### config.mk
export PLATFORM = sky130hd
export DESIGN_NAME = zone_acc_writer_flat
export DESIGN_NICKNAME = d
export VERILOG_FILES = /design/src/rtl/zone_acc_writer_pkg.sv /design/src/rtl/zone_acc_writer_if.sv /design/src/rtl/zone_acc_writer.sv /design/src/flat_wrapper.sv
export SDC_FILE = /design/constraint.sdc
export NUM_CORES = 1
export LEC_CHECK = 0
export BUFFER_PORTS_ARGS = -buffer_cell sky130_fd_sc_hd__buf_2
export CORE_UTILIZATION = 45
export DETAILED_ROUTE_END_ITERATION = 10
export PLACE_DENSITY = 0.67
export SLEW_MARGIN = 20
export SYNTH_ARGS = -nofsm -noshare
export SYNTH_HDL_FRONTEND = slang
export SYNTH_SLANG_ARGS = --single-unit
### constraint.sdc
create_clock -name clk -period 12.38 [get_ports clk]
set_input_delay 0.619 -clock clk [delete_from_list [all_inputs] [get_ports clk]]
set_output_delay 0.619 -clock clk [all_outputs]
set_load 0.005 [all_outputs]
### src/rtl/zone_acc_writer_pkg.sv
// Shared types, default widths and the accumulate adder for zone_acc_writer.
// Build option: define ZONE_ACC_SAT_EN to make the adder saturate instead of wrap.
package zone_acc_pkg;

  localparam int ZACC_ADDR_W = 7;
  localparam int ZACC_PIX_W  = 8;
  localparam int ZACC_DATA_W = 60;

  typedef enum logic [2:0] {
    ZACC_IDLE  = 3'd0,
    ZACC_CLEAR = 3'd1,
    ZACC_ACCUM = 3'd2,
    ZACC_DRAIN = 3'd3,
    ZACC_DONE  = 3'd4
  } zacc_state_t;

  // Adds a zero-extended green sample to a running zone sum.
  function automatic logic [ZACC_DATA_W-1:0] zacc_add(
    input logic [ZACC_DATA_W-1:0] base,
    input logic [ZACC_PIX_W-1:0]  g
  );
`ifdef ZONE_ACC_SAT_EN
    logic [ZACC_DATA_W:0] full;
    full = {1'b0, base} + {{(ZACC_DATA_W+1-ZACC_PIX_W){1'b0}}, g};
    return full[ZACC_DATA_W] ? {ZACC_DATA_W{1'b1}} : full[ZACC_DATA_W-1:0];
`else
    return base + {{(ZACC_DATA_W-ZACC_PIX_W){1'b0}}, g};
`endif
  endfunction

endpackage

### src/rtl/zone_acc_writer_if.sv
// Zone-tagged pixel stream handshake between the zone mapper and zone_acc_writer.
interface zone_acc_writer_if
  import zone_acc_pkg::*;
#(
  parameter int ADDR_W = ZACC_ADDR_W,
  parameter int PIX_W  = ZACC_PIX_W
) ();

  logic              pix_valid;
  logic              pix_ready;
  logic [ADDR_W-1:0] pix_zone;
  logic [PIX_W-1:0]  pix_g;

  modport master (output pix_valid, output pix_zone, output pix_g, input pix_ready);
  modport slave  (input pix_valid, input pix_zone, input pix_g, output pix_ready);

endinterface

### src/rtl/zone_acc_writer.sv
// Per-zone green accumulator: clears G_re at frame start, then pipelined read-modify-write.
// Build option: ZONE_ACC_SAT_EN selects a saturating adder (see zone_acc_pkg).
module zone_acc_writer
  import zone_acc_pkg::*;
#(
  parameter int ADDR_W = ZACC_ADDR_W,
  parameter int PIX_W  = ZACC_PIX_W,
  parameter int DATA_W = ZACC_DATA_W
) (
  input  logic              clk,
  input  logic              rst_n,
  input  logic              frame_start,
  input  logic              frame_end,
  zone_acc_writer_if.slave  pix,
  output logic              frame_done,
  output logic              busy,
  input  logic [ADDR_W-1:0] ext_rd_addr,
  output logic [DATA_W-1:0] ram_wr_data,
  output logic [ADDR_W-1:0] ram_wr_addr,
  output logic              ram_wr_en,
  output logic [ADDR_W-1:0] ram_rd_addr,
  input  logic [DATA_W-1:0] ram_rd_data
);

  zacc_state_t       state_q;
  logic [ADDR_W-1:0] clr_cnt_q;
  logic              frame_done_q;

  logic              vld_p1;
  logic [ADDR_W-1:0] zone_p1;
  logic [PIX_W-1:0]  g_p1;

  logic              vld_p2;
  logic [ADDR_W-1:0] zone_p2;
  logic [DATA_W-1:0] sum_p2;

  logic              in_clear;
  logic              host_owns_rd;
  logic              accept;
  logic [DATA_W-1:0] base_p1;
  logic [DATA_W-1:0] sum_nxt_p1;

  assign in_clear      = (state_q == ZACC_CLEAR);
  assign host_owns_rd  = (state_q == ZACC_IDLE) || (state_q == ZACC_DONE);
  assign pix.pix_ready = (state_q == ZACC_ACCUM);
  assign accept        = pix.pix_valid && pix.pix_ready;
  assign busy          = (state_q == ZACC_CLEAR) || (state_q == ZACC_ACCUM) ||
                         (state_q == ZACC_DRAIN);
  assign frame_done    = frame_done_q;

  always_ff @(posedge clk) begin
    if (!rst_n) begin
      state_q      <= ZACC_IDLE;
      clr_cnt_q    <= '0;
      frame_done_q <= 1'b0;
    end else begin
      frame_done_q <= 1'b0;
      case (state_q)
        ZACC_IDLE, ZACC_DONE: begin
          if (frame_start) begin
            state_q   <= ZACC_CLEAR;
            clr_cnt_q <= '0;
          end
        end
        ZACC_CLEAR: begin
          if (frame_start) begin
            clr_cnt_q <= '0;
          end else begin
            clr_cnt_q <= clr_cnt_q + 1'b1;
            if (clr_cnt_q == {ADDR_W{1'b1}}) state_q <= ZACC_ACCUM;
          end
        end
        ZACC_ACCUM: begin
          if (frame_start) begin
            state_q   <= ZACC_CLEAR;
            clr_cnt_q <= '0;
          end else if (frame_end) begin
            state_q <= ZACC_DRAIN;
          end
        end
        ZACC_DRAIN: begin
          if (frame_start) begin
            state_q   <= ZACC_CLEAR;
            clr_cnt_q <= '0;
          end else if (!vld_p1 && !vld_p2) begin
            state_q      <= ZACC_DONE;
            frame_done_q <= 1'b1;
          end
        end
        default: state_q <= ZACC_IDLE;
      endcase
    end
  end

  // A frame_start flushes both stages, so writes still in flight never reach the RAM.
  always_ff @(posedge clk) begin
    if (!rst_n) begin
      vld_p1 <= 1'b0;
      vld_p2 <= 1'b0;
    end else begin
      vld_p1 <= accept && !frame_start;
      vld_p2 <= vld_p1 && !frame_start;
    end
  end

  // ---- stage p1: accepted pixel, RAM read address ----
  always_ff @(posedge clk) begin
    if (accept) begin
      zone_p1 <= pix.pix_zone;
      g_p1    <= pix.pix_g;
    end
  end

  // The RAM has not yet seen the sum sitting in p2, so forward it on a zone hit.
  assign base_p1    = (vld_p2 && (zone_p2 == zone_p1)) ? sum_p2 : ram_rd_data;
  assign sum_nxt_p1 = zacc_add(base_p1, g_p1);

  // ---- stage p2: updated sum, RAM write ----
  always_ff @(posedge clk) begin
    if (vld_p1) begin
      zone_p2 <= zone_p1;
      sum_p2  <= sum_nxt_p1;
    end
  end

  always_comb begin
    ram_wr_en   = 1'b0;
    ram_wr_addr = '0;
    ram_wr_data = '0;
    if (in_clear) begin
      ram_wr_en   = 1'b1;
      ram_wr_addr = clr_cnt_q;
    end else if (vld_p2) begin
      ram_wr_en   = !frame_start;
      ram_wr_addr = zone_p2;
      ram_wr_data = sum_p2;
    end
  end

  assign ram_rd_addr = host_owns_rd ? ext_rd_addr : zone_p1;

endmodule

### src/flat_wrapper.sv
// flat-port wrapper written by rule: the top's interface ports become plain ports
module zone_acc_writer_flat import zone_acc_pkg::*;
#(
  parameter int ADDR_W = ZACC_ADDR_W,
  parameter int PIX_W  = ZACC_PIX_W,
  parameter int DATA_W = ZACC_DATA_W
)
  (clk, rst_n, frame_start, frame_end, frame_done, busy, ext_rd_addr, ram_wr_data, ram_wr_addr, ram_wr_en, ram_rd_addr, ram_rd_data, pix_pix_valid, pix_pix_zone, pix_pix_g, pix_pix_ready);
  zone_acc_writer_if #(.ADDR_W(ADDR_W), .PIX_W(PIX_W)) pix_i ();
  input  logic clk;
  input  logic rst_n;
  input  logic frame_start;
  input  logic frame_end;
  output logic frame_done;
  output logic busy;
  input  logic [ADDR_W-1:0] ext_rd_addr;
  output logic [DATA_W-1:0] ram_wr_data;
  output logic [ADDR_W-1:0] ram_wr_addr;
  output logic ram_wr_en;
  output logic [ADDR_W-1:0] ram_rd_addr;
  input  logic [DATA_W-1:0] ram_rd_data;
  input wire logic [$bits(pix_i.pix_valid)-1:0] pix_pix_valid;
  input wire logic [$bits(pix_i.pix_zone)-1:0] pix_pix_zone;
  input wire logic [$bits(pix_i.pix_g)-1:0] pix_pix_g;
  output wire logic [$bits(pix_i.pix_ready)-1:0] pix_pix_ready;
  assign pix_i.pix_valid = pix_pix_valid;
  assign pix_i.pix_zone = pix_pix_zone;
  assign pix_i.pix_g = pix_pix_g;
  assign pix_pix_ready = pix_i.pix_ready;
  zone_acc_writer #(.ADDR_W(ADDR_W), .PIX_W(PIX_W), .DATA_W(DATA_W)) u_core (.clk(clk), .rst_n(rst_n), .frame_start(frame_start), .frame_end(frame_end), .pix(pix_i), .frame_done(frame_done), .busy(busy), .ext_rd_addr(ext_rd_addr), .ram_wr_data(ram_wr_data), .ram_wr_addr(ram_wr_addr), .ram_wr_en(ram_wr_en), .ram_rd_addr(ram_rd_addr), .ram_rd_data(ram_rd_data));
endmodule
==> results of run 1 <==
placed cells by master (no fill, tap or decap), drive strengths merged, types with 7 or more instances in the layout:
master | Yosys | final
buf | 15 | 172
and3 | 91 | 91
nand2 | 85 | 85
edfxtp | 82 | 82
nand3 | 51 | 51
nor2 | 47 | 47
xor2 | 46 | 46
mux2i | 44 | 44
xnor2 | 43 | 43
nand4 | 33 | 33
o21ai | 29 | 29
nor3 | 27 | 27
a21oi | 16 | 16
inv | 11 | 16
and2 | 13 | 13
dfxtp | 13 | 13
nor4 | 10 | 10
a21o | 9 | 9
ha | 9 | 9
clkbuf | 24 | 9
a31oi | 9 | 9
mux2 | 9 | 9
and4 | 7 | 7
sequential cells by signal, indices dropped and copies added, names as in the netlist:
signal             cells
u_core.zone_p2         7
u_core.frame_done      1
u_core.sum_p2         60
u_core.vld_p1          1
u_core.state_q         3
u_core.g_p1            8
u_core.zone_p1         7
u_core.vld_p2          1
u_core.clr_cnt_q       7
synthesized netlist by cell type (3+ instances only):
master	count	share of area [%]
a21boi_0	3	0.31
and3_1	91	7.9
buf_4	5	0.52
nand4b_1	3	0.36
ha_1	9	1.6
o211ai_1	3	0.31
o21a_1	3	0.31
clkbuf_1	24	1.3
mux2i_1	44	6.1
and4_1	7	0.85
nor2b_1	4	0.35
nand3_1	49	3.4
o21ai_0	27	1.9
inv_1	11	0.57
a21oi_1	16	1.1
nand4_2	3	0.52
nor3_1	25	1.7
a211oi_1	4	0.42
and2_1	13	1.1
or4_1	3	0.31
edfxtp_1	82	34
nand2_1	85	4.4
nor4_1	6	0.52
dfxtp_1	13	3.6
nor4_2	4	0.70
mux2_2	8	1.3
a31oi_1	8	0.70
xor2_1	46	5.6
or3_1	3	0.26
nor2_1	46	2.4
xnor2_1	43	5.2
a21o_1	9	0.94
nand4_1	29	2.5
buf_2	9	0.63
logic make-up (layout without fill, tap and decap cells):
family                   Yosys count  after routing  synth area share (%)
flip-flops                        95             95                  37.8
adder cells (fa/ha/maj)           10             10                  1.84
buffers and inverters             50            199                  3.13
XOR/XNOR                          89             89                  10.8
AO/OA/AOI/OAI                     94             94                  8.57
AND/OR/NAND/NOR                  389            389                  30.3
multiplexers                      53             53                  7.58
layout make-up:
type	count	area, um^2
sequential	95	2730
timing repair buffer	172	881
fill	1476	6970
inverter	11	41.3
clock inverter	7	61.3
tap	211	264
clock buffer	9	225
multi-input combinational	635	4260
per-layer routing:
metal / track usage (%) / vias to the layer above
li1: - / 3192
met1: 35.2 / 3186
met2: 39.8 / 255
met3: 3.49 / 29
met4: 8.51 / 0
met5: 0 / -
critical path, stage by stage (launching register included):
cell and delay, ns:
dfxtp_4 0.77, nand4_2 0.41, nor2_4 0.54, buf_4 0.48, nand2_1 0.12, nand2_1 0.08, ha_1 0.16, inv_1 0.05
fa_1 0.39, nand2b_1 0.18, a21o_1 0.19, a21o_1 0.27, nor4_2 0.47, nor2_1 0.19, nor4_2 0.28, xnor2_1 0.09
worst paths after layout:
check,startpoint,endpoint,cells past startpoint
min reg2reg,u_core.zone_p1[3],u_core.zone_p2[3],0
max,u_core.vld_p2,u_core.sum_p2[58],15
min,pix_pix_g[5],u_core.g_p1[5],1
max reg2reg,u_core.vld_p2,u_core.sum_p2[58],15
per-stage QoR:
| step | util [%] | cells | setup WS, ns | hold WS (ns) | power [W] |
|---|---|---|---|---|---|
| 2_1_floorplan | - | 780 | 8.19 | 0.468 | 0.000423 |
| 3_3_place_gp | 52.9 | 1124 | 7.24 | 0.492 | 0.000463 |
| 3_5_place_dp | 52.9 | 1124 | 7.02 | 0.495 | 0.000464 |
| 4_1_cts | 54.8 | 1140 | 7.03 | 0.419 | 0.000741 |
| 5_1_grt | 54.8 | 1140 | 7.09 | 0.422 | 0.000764 |
| 6_report | 54.8 | 1140 | 7.44 | 0.428 | 0.000735 |
power by group through the flow:
stage,clock [W],combinational (W),sequential (W)
floorplan,0,0.0000596,0.000363
global route,0.000296,0.000109,0.000359
detailed placement,0,0.0000983,0.000366
global placement,0,0.0000973,0.000366
finish,0.000278,0.0000996,0.000358
CTS,0.000284,0.0000990,0.000358
==> run metrics, run 1 <==
status=completed; Syn. warnings=0; f_max=202 MHz; Rows=45; Cells after Synth=780; syn avg cell area=9.23 um^2; endpoints failing setup=0; vias per inst=5.84; launching element type of the critical path=register; Req. time, crit path=12.49 ns; Skew-Pair Late Insertion Delay=0.36 ns; I/O Pins=165; top sig layer=met4; DRT Pass-1 Iters=5; Peak VDD IR=61.0 uV; clk_skew=0.00719 ns; Post-CTS Resized=0; post-route cell area=0.00846 mm^2; number of synthesized flops with an enable pin=82; sequential power share=48.7%; P_int=0.000535 W; # diodes=0; Die W=128 um; Tot GR Track Use=25.1%; initial antenna violation count=0; Area growth syn-to-layout=17.4%; Arr. time, crit path=5.05 ns; max cap viols=0; Core ar.=0.0154 mm^2; Net Sw Frac=27.2%; global-route wire length before repair=32.1 mm; Rel. slew slack=41.9%; RSZ-0062 raised after global routing=no; HP Class=primary input to register; final hold vios=0; CTS tree=built; clock transition at the registers of the reported paths=0.07 ns; I/O Buffers=164; Async S/R FF share, synth=0%; Final Slew Violations=0; DPL Wire Length=14.7 mm; Met2 Wirelength=9.52 mm; initial cell density of the core=46.7%; Die Ht=128 um; number of nets with antenna violations after routing=0; initial DRC count=735; Detailed Route WL=20.6 mm; Worst-Margin Slew=0.872 ns; layout cell share with drive strength beyond 1=23.8%; Root Driver=clkbuf_16; main flop type after synthesis=edfxtp_1; TNS Setup=0 ns; met3 wire length=1.24 mm; post-CTS setup buffer count=0; critical path class=register to register; Psw=0.000200 W; clock share of power=37.7%; worst-path fanout max=72; Max Root-Sink Buffers=2; CTS sink cnt=95; Crit. End Element=register; # DRC=0; die area=0.0165 mm^2; vias in the first global route=6039; H-tree depth=3; number of nets in the layout=1021; #FFs+latches synth=95; crit path time final=4.94 ns; synthesized area=0.00720 mm^2; final worst path period share=39.9%; power per standard cell area=87.0 mW/mm^2; Post-Route M1 WL=9.50 mm; CTS Buf Count=9; sequential share of the synthesized area=37.8%; GR Overflow Total=0; wire per inst=18.1 um; Logic pwr share=13.5%; via count=6662; GPL Wtd Cong=0.856; placed instance area=0.00817 mm^2; pin count of the biggest net entering global routing=73; cts hold-fix bufs=0; syn nets=877; Distinct cells, synth=64; flop2flop setup slack=7.44 ns; cell leakage power=3.44 nW
Note: power is estimated with default switching activity, not from simulation.
==> run 2, diff against run 1 <==
--- a/config.mk
+++ b/config.mk
@@ -8,7 +8,7 @@
 export BUFFER_PORTS_ARGS = -buffer_cell sky130_fd_sc_hd__buf_2
 export CORE_UTILIZATION = 45
 export DETAILED_ROUTE_END_ITERATION = 10
-export PLACE_DENSITY = 0.67
+export PLACE_DENSITY = 0.7
 export SLEW_MARGIN = 20
 export SYNTH_ARGS = -nofsm -noshare
 export SYNTH_HDL_FRONTEND = slang
==> constraint.sdc (replaced) <==
create_clock -name clk -period 4.04 [get_ports clk]
set_input_delay 0.202 -clock clk [delete_from_list [all_inputs] [get_ports clk]]
set_output_delay 0.202 -clock clk [all_outputs]
set_load 0.005 [all_outputs]
==> run 2 against run 1 <==
Net effect: sequential share of layout area fell by 0.32 points; worst setup slack got worse by 7.0 ns; combinational power rose to 3.1 times the previous value; routed wire length fell by 1.5%; cell count rose by 0.96%; non-clock buffer count rose by 11; power rose to 3.0 times the previous value; fmax rose by 35%; die area did not move; critical path type unchanged; critical endpoint unchanged; largest cell class unchanged; largest power group unchanged.
==> run metrics, run 2 (synthesized netlist as in run 1, its figures left out) <==
status=completed; Worst-Margin Slew=0.866 ns (-0.00542 ns); wire per inst=17.7 um (-2.5%); reg2reg end=u_core.sum_p2[58]; CP startpoint=u_core.zone_p1[4]; Req. time, crit path=4.14 ns (-8.35 ns); pin count of the biggest net entering global routing=67 (-8.2%); DPL Wire Length=15.0 mm (+2.2%); clk_skew=0.00819 ns (+0.00100 ns); placed instance area=0.00825 mm^2 (+1.1%); # DRC=0 (unchanged); cell leakage power=3.49 nW (+1.6%); layout cell share with drive strength beyond 1=24.5% (+0.68 points); Rel. slew slack=41.7% (-0.25 points); final worst path period share=90.3% (+50 points); vias in the first global route=5987 (-0.86%); I/O Pins=165 (unchanged); fillers=1463 (-0.88%); footprint of the multi-input gates=0.00427 mm^2 (+0.29%); Die W=128 um (unchanged); Crit. End Element=register; Register Area=0.00273 mm^2 (about the same); final hold vios=0 (unchanged); Tot GR Track Use=25.0% (-0.11 points); initial cell density of the core=46.7% (unchanged); f_max=274 MHz (+35%); vias per inst=5.77 (-1.2%); Reg with most FFs=u_core.sum_p2; commonest cells after routing, fill and taps aside=buf_2, and3_1, nand2_1, edfxtp_1, nand3_1; Skew-Pair Late Insertion Delay=0.36 ns (about the same); clock transition at the registers of the reported paths=0.07 ns (about the same); crit path to=u_core.sum_p2[58]; DRT Pass-1 Iters=5 (unchanged); CTS sink cnt=95 (unchanged); critical path class=register to register; number of nets in the layout=1032 (+1.1%); launching element type of the critical path=register; power per standard cell area=261 mW/mm^2 (+200%); worst r2r src=u_core.zone_p1[4]; GPL Wtd Cong=0.874 (+2.1%); worst-path fanout max=9 (-88%); die area=0.0165 mm^2 (unchanged); Peak VDD IR=211 uV (+250%); Max Root-Sink Buffers=2 (unchanged); Rows=45 (unchanged); GR Overflow Total=0 (unchanged); flop2flop setup slack=0.39 ns (-7.05 ns); CTS tree=built; Arr. time, crit path=3.75 ns (-1.30 ns); worst r2r path cells=15 (unchanged); max cap viols=0 (unchanged); Detailed Route WL=20.3 mm (-1.5%); H-tree depth=3 (unchanged); initial DRC count=626 (-15%); HP Class=primary input to register; Area growth syn-to-layout=18.5%; Final Slew Violations=0 (unchanged); post-CTS setup buffer count=0 (unchanged); via count=6646 (-0.24%); Die Ht=128 um (unchanged); cts hold-fix bufs=0 (unchanged); # diodes=0 (unchanged); Core ar.=0.0154 mm^2 (unchanged); number of nets with antenna violations after routing=0 (unchanged); endpoints failing setup=0 (unchanged); post-route cell area=0.00853 mm^2 (+0.90%); I/O Buffers=164 (unchanged); Post-CTS Resized=0 (unchanged); total power=0.00222 W (+200%); initial antenna violation count=0 (unchanged); max FFs per register=60 (unchanged); TNS Setup=0 ns (unchanged); RSZ-0062 raised after global routing=no; CTS Buf Count=9 (unchanged); most common cell after layout, fill and taps aside=buf_2; crit path time final=3.65 ns (-1.29 ns); global-route wire length before repair=31.8 mm (-1.1%); Root Driver=clkbuf_16; Largest regs=u_core.sum_p2 (60), u_core.g_p1 (8)
[run 2: cell types whose count changed in the layout (fill, tap and decap cells not counted), sizes merged]
cell / previous run / this run
buf: 172 / 183
clkinvlp: 1 / 0
clkbuf: 9 / 12
inv: 16 / 14
[run 2: metal layers]
layer	global-route usage, %	up-vias	wire [um]
met4	8.30	0	328
met1	35.0	3136	9100
met5	0	-	0
met2	40.6	279	9610
li1	-	3212	-
met3	2.37	19	1290
[run 2: report_power, final]
part	internal [W]	switching [W]	leakage, nW
Clock	0.000423	0.000389	0.132
Combinational	0.000132	0.000182	2.51
Sequential	0.00108	0.0000169	0.845
Total	0.00164	0.000588	3.49
[run 2: layout make-up]
cell class	instances	share of cell area, %
multi-input combinational	635	50.0
sequential	95	31.9
timing repair buffer	183	11.3
tap	211	3.09
clock buffer	12	2.77
inverter	11	0.484
clock inverter	4	0.352
[run 2: worst max-delay path: stages, from the launching register on]
cell,delay (ns)
edfxtp_1,0.42
xnor2_1,0.25
nand4_2,0.18
nor2_4,0.27
nand2_1,0.08
nand2_1,0.06
ha_1,0.16
inv_1,0.06
fa_1,0.39
nand2b_1,0.18
a21o_1,0.21
a21o_1,0.28
nor3_2,0.34
nor2_1,0.16
nor4_2,0.26
xnor2_1,0.09
[run 2: worst min-delay path by stage]
stage	cells past startpoint	end	slack (ns)	startpoint
2_1_floorplan	0	u_core.g_p1[0]	0.30	pix_pix_g[0]
3_3_place_gp	1	u_core.zone_p1[5]	0.38	pix_pix_zone[5]
3_5_place_dp	1	u_core.g_p1[2]	0.38	pix_pix_g[2]
4_1_cts	1	u_core.g_p1[2]	0.007	pix_pix_g[2]
5_1_grt	1	u_core.g_p1[3]	0.01	pix_pix_g[3]
6_report	1	u_core.g_p1[3]	0.02	pix_pix_g[3]
[run 2: metrics by stage]
step	hold slack [ns]	instances	utilization, %	setup slack (ns)
after floorplan	0.301	780	-	0.0132
after global placement	0.380	1134	53.5	0.531
after detailed placement	0.380	1134	53.5	0.383
after CTS	0.00677	1150	55.2	0.371
after global routing	0.00986	1151	55.3	0.0460
final	0.0155	1151	55.3	0.390
==> run 3, diff against run 2 <==
--- a/config.mk
+++ b/config.mk
@@ -6,9 +6,9 @@
 export NUM_CORES = 1
 export LEC_CHECK = 0
 export BUFFER_PORTS_ARGS = -buffer_cell sky130_fd_sc_hd__buf_2
-export CORE_UTILIZATION = 45
+export CORE_UTILIZATION = 50
 export DETAILED_ROUTE_END_ITERATION = 10
-export PLACE_DENSITY = 0.7
+export PLACE_DENSITY = 0.77
 export SLEW_MARGIN = 20
 export SYNTH_ARGS = -nofsm -noshare
 export SYNTH_HDL_FRONTEND = slang
==> run 3 against run 2 <==
Net effect: utilization is 5.6 points higher; register-to-register slack about the same; via count increased by 1.9%; critical path type unchanged.
==> run metrics, run 3 (synthesized netlist as in run 1, its figures left out) <==
status=completed; post-route cell area=0.00852 mm^2 (-0.18%); Tot GR Track Use=27.5% (+2.5 points); Logic pwr share=13.7% (-0.4 points); cell leakage power=3.49 nW (about the same); I/O Pins=165 (unchanged); initial DRC count=698 (+12%); Reg with most FFs=u_core.sum_p2; Psw=0.000596 W (+1.5%); DPL Wire Length=14.8 mm (-1.8%); Rows=43 (-4.4%); post-CTS setup buffer count=0 (unchanged); commonest cells after routing, fill and taps aside=buf_2, and3_1, nand2_1, edfxtp_1, nand3_1; Core ar.=0.0140 mm^2 (-9.3%); vias in the first global route=6214 (+3.8%); Inst Count DP=1102 (-2.8%); die area=0.0149 mm^2 (-9.8%); layout cell share with drive strength beyond 1=24.5% (+0.026 points); I/O Buffers=164 (unchanged); initial antenna violation count=1 (+1); HP Class=primary input to register; Post-CTS Resized=0 (unchanged); cts hold-fix bufs=0 (unchanged); sequential power share=48.0% (-1.4 points); Rel. slew slack=40.5% (-1.1 points); P_int=0.00169 W (+3.5%); critical path class=register to register; number of nets with antenna violations after routing=0 (unchanged); via count=6769 (+1.9%); GPL Wtd Cong=0.931 (+6.5%); Largest regs=u_core.sum_p2 (60), u_core.g_p1 (8); hold_ws=0.0183 ns (+0.00288 ns); Crit. End Element=register; final worst path period share=90.3% (about the same); Arr. time, crit path=3.74 ns (about the same); DRT Pass-1 Iters=5 (unchanged); total power=0.00229 W (+3.0%); Max Root-Sink Buffers=2 (unchanged); RSZ-0062 raised after global routing=no; Non-Filler Instances=1120 (-2.7%); endpoints failing setup=0 (unchanged); placed instance area=0.00821 mm^2 (-0.56%); H-tree depth=3 (unchanged); vias per inst=6.04 (+4.7%); Peak VDD IR=243 uV (+15%); number of nets in the layout=1031 (-0.097%); final hold vios=0 (unchanged); clock share of power=38.3% (+1.8 points); Detailed Route WL=20.3 mm (about the same); Net Sw Frac=26.0% (-0.38 points); max cap viols=0 (unchanged); global-route wire length before repair=31.7 mm (-0.20%); CTS sink cnt=95 (unchanged); crit path time final=3.65 ns (-0.00130 ns); Die W=122 um (-5.1%); wire per inst=18.1 um (+2.7%); Worst-Margin Slew=0.892 ns (+0.0258 ns); Final Slew Violations=0 (unchanged); clock transition at the registers of the reported paths=0.07 ns (about the same); # DRC=0 (unchanged); Die Ht=122 um (-5.1%); CTS tree=built; max FFs per register=60 (unchanged); most common cell after layout, fill and taps aside=buf_2; worst-path fanout max=9 (unchanged); TNS Setup=0 ns (unchanged); Skew-Pair Late Insertion Delay=0.35 ns (about the same); clk_skew=0.00756 ns (-0.000639 ns); f_max=274 MHz (about the same); GR Overflow Total=0 (unchanged); power per standard cell area=269 mW/mm^2 (+3.2%); initial cell density of the core=51.5% (+4.8 points); CTS Buf Count=9 (unchanged); launching element type of the critical path=register; Area growth syn-to-layout=18.3%; Root Driver=clkbuf_16; Req. time, crit path=4.14 ns (about the same); pin count of the biggest net entering global routing=67 (unchanged)
## run 3: changes by cell type in the layout (fill, tap and decap cells not counted), sizes merged
cell / before / now
diode: 0 / 1
clkbuf: 12 / 9
clkinvlp: 0 / 2
clkinv: 1 / 2
inv: 14 / 13
bufinv: 0 / 1
buf: 183 / 182
## run 3: through the flow
stage / utilization (%) / worst slack (ns)
floorplan: - / 0.0132
global placement: 58.7 / 0.541
detailed placement: 58.7 / 0.439
CTS: 60.8 / 0.412
global route: 60.9 / 0.0936
finish: 60.9 / 0.392
## run 3: area by class of cell
class	instances	area, um^2
diodes	1	2.50
fillers	1287	5470
flip-flops and latches	95	2730
clock buffers	9	225
repair buffers	182	960
clock inverters	7	70.1
well taps	180	225
inverters	11	41.3
multi-input cells	635	4270
## run 3: critical path, cell delays in order, from the launching register on
cell      delay, ns
edfxtp_1       0.43
xnor2_1        0.26
nand4_2        0.16
nor2_4         0.26
nand2_1        0.09
nand2_1        0.06
ha_1           0.16
inv_1          0.06
fa_1           0.38
nand2b_1       0.17
a21o_1         0.20
a21o_1         0.28
nor3_2         0.33
nor2_1         0.18
nor4_2         0.27
xnor2_1        0.09
## run 3: path summary, 6_finish.rpt
path                                        start                 to  slack, ns  cells after the start
worst min register to register  u_core.zone_p1[5]  u_core.zone_p2[5]       0.50                      0
worst max register to register  u_core.zone_p1[3]  u_core.sum_p2[58]       0.39                     15
worst min-delay path                 pix_pix_g[4]     u_core.g_p1[4]       0.02                      1
worst max-delay path            u_core.zone_p1[3]  u_core.sum_p2[58]       0.39                     15
## run 3: layer usage
layer	vias to the layer above	routed length (um)	track usage, %
met5	-	0	0
met4	0	427	11.1
met3	31	1320	3.75
met2	295	9640	44.5
met1	3236	8930	37.0
li1	3207	-	-
## run 3: power groups by stage
stage / Sequential, W / Combinational (W) / Clock [W]
after detailed placement: 0.00112 / 0.000307 / 0
after global routing: 0.00110 / 0.000343 / 0.000919
after CTS: 0.00110 / 0.000309 / 0.000884
after global placement: 0.00112 / 0.000303 / 0
after floorplan: 0.00111 / 0.000184 / 0
final: 0.00110 / 0.000314 / 0.000878
